**src/rtl/main.sv**
```systemverilog
// rtl/main.sv - registered modulo-11 adder/subtractor on 4-bit operands
module main (
  input  logic clk,
  input  logic rst_n,
  input  logic s,
  input  logic x3,
  input  logic x2,
  input  logic x1,
  input  logic x0,
  input  logic y3,
  input  logic y2,
  input  logic y1,
  input  logic y0,
  output logic z3,
  output logic z2,
  output logic z1,
  output logic z0
);

  localparam logic [3:0] MODULUS = 4'd11;

  logic [3:0] x;
  logic [3:0] y;
  logic [3:0] xr;
  logic [3:0] yr;
  logic       carry;
  logic [3:0] sum4;
  logic [3:0] diff4;
  logic [3:0] res;
  logic [3:0] z_q;

  assign x = {x3, x2, x1, x0};
  assign y = {y3, y2, y1, y0};

  // Fold operand codes 11..15 back into the residue range 0..4
  always_comb begin
    xr = (x >= MODULUS) ? (x - MODULUS) : x;
    yr = (y >= MODULUS) ? (y - MODULUS) : y;
  end

  // Modular add/subtract done in 4-bit arithmetic; wrap mod 16 cancels out
  // because the corrected result always lands in 0..10
  always_comb begin
    {carry, sum4} = {1'b0, xr} + {1'b0, yr};
    diff4         = xr - yr;
    res           = '0;
    if (!s) begin
      if (carry || (sum4 >= MODULUS)) begin
        res = sum4 - MODULUS;
      end else begin
        res = sum4;
      end
    end else begin
      if (xr >= yr) begin
        res = diff4;
      end else begin
        res = diff4 + MODULUS;
      end
    end
  end

  // Single result register; synchronous reset clears it to zero
  always_ff @(posedge clk) begin
    if (!rst_n) begin
      z_q <= '0;
    end else begin
      z_q <= res;
    end
  end

  assign {z3, z2, z1, z0} = z_q;

endmodule

```
**config.mk**
```make
export PLATFORM = sky130hd
export DESIGN_NAME = main
export DESIGN_NICKNAME = d
export VERILOG_FILES = /design/src/rtl/main.sv
export SDC_FILE = /design/constraint.sdc
export NUM_CORES = 1
export LEC_CHECK = 0
export ABC_AREA = 1
export CAP_MARGIN = 20
export CORE_MARGIN = 4
export CORE_UTILIZATION = 40
export CTS_CLUSTER_SIZE = 12
export DETAILED_ROUTE_END_ITERATION = 8
export SYNTH_ARGS = -nofsm -noshare
export SYNTH_HDL_FRONTEND = slang
export SYNTH_SLANG_ARGS = --single-unit
```
**constraint.sdc**
```tcl
create_clock -name clk -period 4.5 [get_ports clk]
set_input_delay 0.9 -clock clk [delete_from_list [all_inputs] [get_ports clk]]
set_output_delay 0.9 -clock clk [all_outputs]
set_load 0.02 [all_outputs]
```
==> flow_summary.json, run 1 <==
{
  "status": "finished, final reports clean",
  "area_growth_pct": 20.0,
  "routed_via_density": 4.86,
  "synth_seq_cells": 4,
  "synth_nets": 171,
  "place.gp.congestion": 0.835,
  "dpl.hpwl_um": 1740,
  "critPathBufInv": 4,
  "rsz0062_at_grt": "no",
  "syn_area_per_cell_um2": 6.00,
  "drt_iter0_markers": 23,
  "min_period_over_period": 0.744,
  "top_register": "z_q",
  "dieArea_um2": 3040,
  "end_kind": "flip-flop",
  "drv_cap": 0,
  "die_x_um": 55.1,
  "antenna_found_initial": 0,
  "coreArea_um2": 2040,
  "post_cts_buffers": 0,
  "max_freq_ghz": 0.299,
  "grt_pass1_wl_um": 3500,
  "n_antenna_cell": 0,
  "tightest_slew_ns": 0.372,
  "period_needed_ns": 3.35,
  "slowest_delay_ns": 0.52,
  "crit_arrival_ns": 3.50,
  "slew_viol_final": 0,
  "ir_worst_vdd_v": 0.000229,
  "overflow": 0,
  "fin_nets": 188,
  "setup_tns_ns": 0,
  "hold_slack_ns": 1.28,
  "worstSetupPathType": "in -> reg",
  "synth_sequential_area_ratio": 0.0901,
  "finalSetupViolCount": 0,
  "layout-drive-gt1-share": 0.141,
  "cts_sinks": 4,
  "p_leak_nw": 0.602,
  "drc": 0,
  "cts_tree": "built",
  "clkTransAtPathRegs_ns": 0.03,
  "pwr_density_cell_nw_per_um2": 283,
  "cts_resized": 0,
  "num_vias": 924,
  "synth.distinct_cells": 24,
  "cts-root-buf": "clkbuf_4",
  "startpoint": "y1",
  "grt_max_degree": 9,
  "die_h_um": 55.1,
  "final_common_cell": "nand2_1",
  "cp_top_family": "buffers and inverters",
  "avgRoutedWirePerCell_um": 10.1,
  "cts_made_buffers": 3,
  "startpoint_type": "input pin",
  "slew-limit-headroom": 0.749,
  "crit_fanout": 8,
  "worst-endpoint-required_ns": 4.66,
  "rows": 16,
  "initial_utilization": 0.435,
  "antenna_left": 0,
  "syn_inst": 148,
  "holdCritStartpoint": "rst_n",
  "path_cells": "clkdlybuf4s50_1, ha_1, inv_1, nand2_2, nand2_2, o21ai_0, inv_1, ha_1, inv_1, nand3_1, nand3_4, nand2_2, nand2_1, nand2_1, nand2_1, a21oi_1",
  "cts_max_level": 1,
  "grt_util_all_layers": 0.154,
  "ys_warn_count": 0,
  "largestRegisters": "z_q x4",
  "mostFrequentLayoutCells": "41 x nand2_1, 27 x inv_1, 19 x nand3_1, 14 x clkdlybuf4s50_1, 12 x ha_1",
  "min_path_type": "in -> reg",
  "portBuffers": 14,
  "clockBufferDepth": 2,
  "largest_reg_flops": 4,
  "fill_cells": 227,
  "hold_violations": 0,
  "synth.cell_area_um2": 888,
  "dr.pass1.iters": 5,
  "wl_um": 1930,
  "grt_pass1_vias": 866,
  "cp_slowest_cell": "clkdlybuf4s50_1",
  "ctsHoldBuffers": 0,
  "ios": 15
}
area by class of cell:
| cell class | count | area [µm²] | share of cell area |
|---|---|---|---|
| multi-input combinational | 112 | 677 | 0.635 |
| timing repair buffer | 14 | 140 | 0.131 |
| inverter | 30 | 113 | 0.106 |
| sequential | 4 | 80.1 | 0.0751 |
| tap | 27 | 33.8 | 0.0317 |
| clock buffer | 3 | 22.5 | 0.0211 |
cells in the mapped netlist:
cell,count,share of area
inv_2,3,0.013
nand3b_1,2,0.017
nand3_1,19,0.11
a21oi_4,1,0.018
nor2_1,4,0.017
ha_1,12,0.17
a21oi_2,1,0.0099
nand2_2,11,0.077
nand2_1,41,0.17
dfxtp_1,4,0.090
buf_4,1,0.0085
o21ai_0,2,0.011
nand4_1,1,0.0070
nand3_4,1,0.020
o21bai_1,1,0.0085
inv_1,27,0.11
a21oi_1,8,0.045
buf_6,1,0.013
o21ai_2,1,0.0099
o311ai_0,1,0.0099
o211ai_1,1,0.0085
nand3_2,1,0.011
nand3b_2,1,0.013
xor2_1,3,0.030
report_power, final:
part	internal, mW	switching, mW
combinational	0.0870	0.128
sequential	0.0435	0.00166
clock	0.0297	0.0124
worst min-delay path, stage by stage:
cell and delay [ns]:
clkdlybuf4s50_1 0.44, nand2_1 0.09, nor2_1 0.03
stage by stage:
stage | power [mW] | utilization | cell area [µm²] | instances | setup slack, ns
global placement | 0.259 | 0.511 | 1040 | 187 | 0.959
CTS | 0.306 | 0.522 | 1070 | 190 | 1.17
detailed placement | 0.261 | 0.511 | 1040 | 187 | 0.930
floorplan | 0.207 | - | 888 | 148 | 1.65
finish | 0.302 | 0.522 | 1070 | 190 | 1.15
global route | 0.341 | 0.522 | 1070 | 190 | 0.850
cell families (layout without fill, tap and decap cells):
| group | after synthesis | after routing | share of synthesized area |
|---|---|---|---|
| compound gates | 16 | 16 | 0.121 |
| xor+xnor | 3 | 3 | 0.0296 |
| fa+ha+maj | 12 | 12 | 0.169 |
| buf+inv | 32 | 47 | 0.148 |
| flops | 4 | 4 | 0.0901 |
| simple gates | 81 | 81 | 0.442 |
layer usage:
metal / global-route usage / share of wire / up-vias
li1: - / - / 497
met1: 0.212 / 0.51 / 416
met2: 0.262 / 0.46 / 11
met3: 0.0322 / 0.026 / 0
met4: 0 / 0 / 0
met5: 0 / 0 / -
path summary, 6_finish.rpt:
kind	endpoint	slack, ns	cells past startpoint
worst max-delay path	z_q[2]	1.15	16
worst min-delay path	z_q[0]	1.28	3
(Power assumes the default switching activity.)
==> run 2, diff against run 1 <==
--- a/config.mk
+++ b/config.mk
@@ -11,6 +11,7 @@
 export CORE_UTILIZATION = 40
 export CTS_CLUSTER_SIZE = 12
 export DETAILED_ROUTE_END_ITERATION = 8
+export PLACE_DENSITY = 0.65
 export SYNTH_ARGS = -nofsm -noshare
 export SYNTH_HDL_FRONTEND = slang
 export SYNTH_SLANG_ARGS = --single-unit
==> constraint.sdc (replaced) <==
create_clock -name clk -period 2.9 [get_ports clk]
set_input_delay 0.58 -clock clk [delete_from_list [all_inputs] [get_ports clk]]
set_output_delay 0.58 -clock clk [all_outputs]
set_load 0.02 [all_outputs]
==> run 2 against run 1 <==
Against the previous run: first-iteration DRC count grew 17%; sequential share of layout area down 1.2 points; flip-flop and latch count unchanged; combinational power rose by 85%; via count increased by 9.8%; die area unchanged; core utilization is 10 points higher; worst setup slack got worse by 1.0 ns; clock power rose by 70%; cell count up 9.5%; routed wire length rose by 18%.
==> flow_summary.json, run 2 (synthesized netlist as in run 1, its figures left out) <==
{
  "mostFrequentLayoutCells": "38 x nand2_1, 26 x inv_1, 18 x nand3_1, 18 x buf_4",
  "worst-endpoint-required_ns": 3.07,
  "overflow": 0,
  "multi_input_area_um2": 749,
  "grt_pass1_vias": 944,
  "largestRegisters": "z_q x4",
  "dr_wl_met2_um": 1110,
  "portBuffers": 14,
  "antenna_found_initial": 0,
  "min_period_over_period": 0.953,
  "stdcell_count": 208,
  "top_register": "z_q",
  "cts_sinks": 4,
  "grt_pass1_wl_um": 3650,
  "min_path_type": "in -> reg",
  "holdPathStages": 3,
  "max_freq_ghz": 0.362,
  "startpoint_type": "input pin",
  "crit_arrival_ns": 2.94,
  "dr.pass1.iters": 4,
  "drc": 0,
  "dieArea_um2": 3040,
  "pwr_density_cell_nw_per_um2": 422,
  "holdCritStartpoint": "rst_n",
  "hold_violations": 0,
  "period_needed_ns": 2.76,
  "grt_max_degree": 9,
  "wl_met3_um": 40,
  "finalSetupViolCount": 0,
  "n_antenna_cell": 0,
  "initial_utilization": 0.435,
  "place.gp.congestion": 0.845,
  "ios": 15,
  "drv_cap": 0,
  "place_inst": 204,
  "final_core_util": 0.626,
  "clkTransAtPathRegs_ns": 0.04,
  "area_growth_pct": 43.9,
  "cts_tree": "built",
  "routed_via_density": 4.88,
  "clockBufferDepth": 2,
  "crit_fanout": 5,
  "coreArea_um2": 2040,
  "avgRoutedWirePerCell_um": 10.9,
  "dpl.hpwl_um": 1850,
  "largest_reg_flops": 4,
  "p_leak_nw": 0.715,
  "die_x_um": 55.1,
  "ir_worst_vdd_v": 0.000355,
  "slew-limit-headroom": 0.792,
  "tightest_slew_ns": 0.309,
  "cts_max_level": 1,
  "die_h_um": 55.1,
  "wl_um": 2270,
  "status": "finished, final reports clean",
  "hold_slack_ns": 0.910,
  "grt_util_all_layers": 0.158,
  "design_power_total_uw": 540,
  "end_kind": "flip-flop",
  "layout-drive-gt1-share": 0.293,
  "rows": 16,
  "holdPathEnd": "z_q[0]",
  "regArea_um2": 80.1,
  "top_layer_used": "met3",
  "drt_iter0_markers": 27,
  "num_vias": 1015,
  "final_common_cell": "nand2_1",
  "slew_viol_final": 0,
  "ctsHoldBuffers": 0,
  "fin_nets": 206,
  "wl_met1_um": 1120,
  "worstSetupPathType": "in -> reg",
  "cts_made_buffers": 3,
  "antenna_left": 0,
  "cts-root-buf": "clkbuf_4",
  "fill_cells": 190
}
==> run 2: critical path, cell delays in order <==
cell,delay (ns)
clkdlybuf4s50_1,0.48
ha_2,0.23
inv_2,0.05
nand2_1,0.09
nand3b_1,0.11
nand2_2,0.09
nand2_2,0.07
nand2_2,0.09
inv_1,0.07
ha_4,0.27
ha_2,0.17
nand3b_4,0.14
nand3_4,0.11
nand2_4,0.08
nand2_1,0.05
nand2_1,0.06
nand2_1,0.06
a21oi_2,0.13
==> run 2: power breakdown <==
part / total, mW / internal, mW / switching (mW)
Combinational: 0.398 / 0.176 / 0.223
Sequential: 0.0702 / 0.0674 / 0.00273
Clock: 0.0712 / 0.0464 / 0.0247
==> run 2: worst max-delay path by stage <==
stage | slack, ns | to | from
after CTS | 0.02 | z_q[3] | y1
after global placement | -0.19 | z_q[0] | x1
after global routing | -0.03 | z_q[2] | x1
final | 0.14 | z_q[2] | x1
after detailed placement | -0.30 | z_q[0] | y1
after floorplan | 0.37 | z_q[0] | y1
==> run 2: layout make-up <==
type / instances / share of cell area
tap: 27 / 0.0264
timing repair buffer: 32 / 0.219
sequential: 4 / 0.0626
clock buffer: 3 / 0.0176
multi-input combinational: 112 / 0.586
inverter: 30 / 0.0881
==> run 2: through the flow <==
step	worst slack, ns	area (µm²)	TNS [ns]
2_1_floorplan	0.365	888	0
3_3_place_gp	-0.188	1170	-0.681
3_5_place_dp	-0.296	1170	-1.14
4_1_cts	0.0183	1210	0
5_1_grt	-0.0324	1280	-0.0396
6_report	0.136	1280	0
==> run 2: layer usage <==
metal	up-vias	global-route usage
met5	-	0
met4	0	0.00810
met3	0	0.0295
met2	13	0.278
met1	467	0.209
li1	535	-
==> run 2: repair_timing <==
item	in CTS	in global routing
resized for setup	2	18
pin swaps	1	7
setup buffers	0	1
setup endpoints to repair	4	4
==> run 3, diff against run 2 <==
--- a/config.mk
+++ b/config.mk
@@ -11,7 +11,7 @@
 export CORE_UTILIZATION = 40
 export CTS_CLUSTER_SIZE = 12
 export DETAILED_ROUTE_END_ITERATION = 8
-export PLACE_DENSITY = 0.65
+export PLACE_DENSITY = 0.71
 export SYNTH_ARGS = -nofsm -noshare
 export SYNTH_HDL_FRONTEND = slang
 export SYNTH_SLANG_ARGS = --single-unit
==> run 3 against run 2 <==
Against the previous run: final area increased by 0.78%; combinational power up 4%; global-route usage grew 1.0 points; sequential share of layout area about the same; routed wire length rose by 3.6%; critical path type unchanged; critical endpoint is now z_q[3]; highest routed layer unchanged.
==> flow_summary.json, run 3 (synthesized netlist as in run 1, its figures left out) <==
{
  "status": "finished, final reports clean",
  "ios": 15,
  "ctsHoldBuffers": 0,
  "power_frac_comb": 0.745,
  "cts_max_level": 1,
  "coreArea_um2": 2040,
  "swShare": 0.467,
  "initial_utilization": 0.435,
  "grt_max_degree": 9,
  "gr-max-usage-layer": "met2",
  "die_h_um": 55.1,
  "mostFrequentLayoutCells": "37 x nand2_1, 24 x inv_1, 16 x nand3_1, 14 x buf_4, 12 x nand2_2",
  "clkPwrFrac": 0.128,
  "grt_pass1_vias": 964,
  "portBuffers": 14,
  "met3_usage": 0.0241,
  "drt_iter0_markers": 16,
  "largest_reg_flops": 4,
  "grt.met2_usage": 0.295,
  "clockBufferDepth": 2,
  "final_cell_area_um2": 1290,
  "holdPathStages": 3,
  "slew-limit-headroom": 0.819,
  "crit_arrival_ns": 2.74,
  "dieArea_um2": 3040,
  "tightest_slew_ns": 0.267,
  "grt_util_met1": 0.231,
  "worst-endpoint-required_ns": 3.03,
  "n_antenna_cell": 0,
  "wl_um": 2360,
  "final_core_util": 0.631,
  "place_inst": 200,
  "fin_nets": 202,
  "grt_util_all_layers": 0.169,
  "top_register": "z_q",
  "dpl.hpwl_um": 1840,
  "dp_slack_ns": -0.280,
  "cts-root-buf": "clkbuf_4",
  "holdPathEnd": "z_q[0]",
  "slew_viol_final": 0,
  "hold_violations": 0,
  "ir_worst_vdd_v": 0.000366,
  "rsz0062_at_grt": "no",
  "startpoint_type": "input pin",
  "worstSetupPathType": "in -> reg",
  "finalSetupViolCount": 0,
  "num_vias": 1013,
  "holdCritStartpoint": "rst_n",
  "drv_cap": 0,
  "layout-drive-gt1-share": 0.322,
  "area_growth_pct": 45.1,
  "max_freq_ghz": 0.383,
  "drc": 0,
  "antenna_found_initial": 0,
  "cts_tree": "built",
  "crit_fanout": 5,
  "setup_tns_ns": 0,
  "period_needed_ns": 2.61,
  "end_kind": "flip-flop",
  "p_switching_uw": 260,
  "dr.pass1.iters": 4,
  "avgRoutedWirePerCell_um": 11.5,
  "p_int_uw": 297,
  "min_period_over_period": 0.901,
  "cts_sinks": 4,
  "stdcell_count": 204,
  "seqPwrFrac": 0.127,
  "final_common_cell": "nand2_1",
  "pwr_density_cell_nw_per_um2": 432,
  "clkTransAtPathRegs_ns": 0.04,
  "die_x_um": 55.1,
  "cts_made_buffers": 3,
  "routed_via_density": 4.97,
  "overflow": 0,
  "p_leak_nw": 0.714,
  "rows": 16,
  "final.setup.worst_slack_ns": 0.288,
  "place.gp.congestion": 0.816,
  "antenna_left": 0,
  "grt_pass1_wl_um": 3840,
  "placed_cell_area_um2": 1140,
  "min_path_type": "in -> reg",
  "largestRegisters": "z_q x4"
}
run 3: repair_timing:
item,4_1_cts,5_1_grt
pin swaps,1,8
setup endpoints to repair,1,4
setup buffers,0,1
gates resized for setup,2,29
run 3: metal layers:
metal,wire (µm),up-vias
li1,-,528
met1,1150,473
met2,1150,12
met3,58,0
met4,0,0
met5,0,-
run 3: how the worst max path moves through the flow:
stage / start / cells after the start / slack, ns / endpoint
5_1_grt: x2 / 15 / 0.09 / z_q[2]
3_5_place_dp: y1 / 15 / -0.28 / z_q[0]
6_report: x3 / 13 / 0.29 / z_q[3]
2_1_floorplan: y1 / 14 / 0.37 / z_q[0]
4_1_cts: x1 / 12 / 0.04 / z_q[1]
3_3_place_gp: y1 / 15 / -0.19 / z_q[0]
run 3: stage by stage:
step / hold WS (ns) / total power [mW]
final: 0.911 / 0.557
after global routing: 0.926 / 0.614
after CTS: 0.909 / 0.519
after detailed placement: 1.15 / 0.438
after global placement: 1.15 / 0.426
after floorplan: 0.701 / 0.321
run 3: critical path, cell delays in order:
cell and delay (ns):
clkdlybuf4s50_1 0.59, o21ai_4 0.11, xor2_2 0.17, ha_2 0.22, ha_4 0.27, ha_2 0.17, nand3b_4 0.14, nand3_4 0.10
buf_4 0.15, nand3_1 0.06, nand2_1 0.05, nand2_1 0.06, a21oi_2 0.05
run 3: power groups by stage:
stage / registers, mW / logic, mW / clock network [mW]
floorplan: 0.0870 / 0.234 / 0
global route: 0.0715 / 0.467 / 0.0759
finish: 0.0706 / 0.415 / 0.0712
detailed placement: 0.0713 / 0.366 / 0
global placement: 0.0708 / 0.355 / 0
CTS: 0.0709 / 0.376 / 0.0725
run 3: cell type report:
class	count	area, µm²
clock buffer	3	22.5
fill	197	753
inverter	30	113
multi-input combinational	112	785
sequential	4	80.1
tap	27	33.8
timing repair buffer	28	255
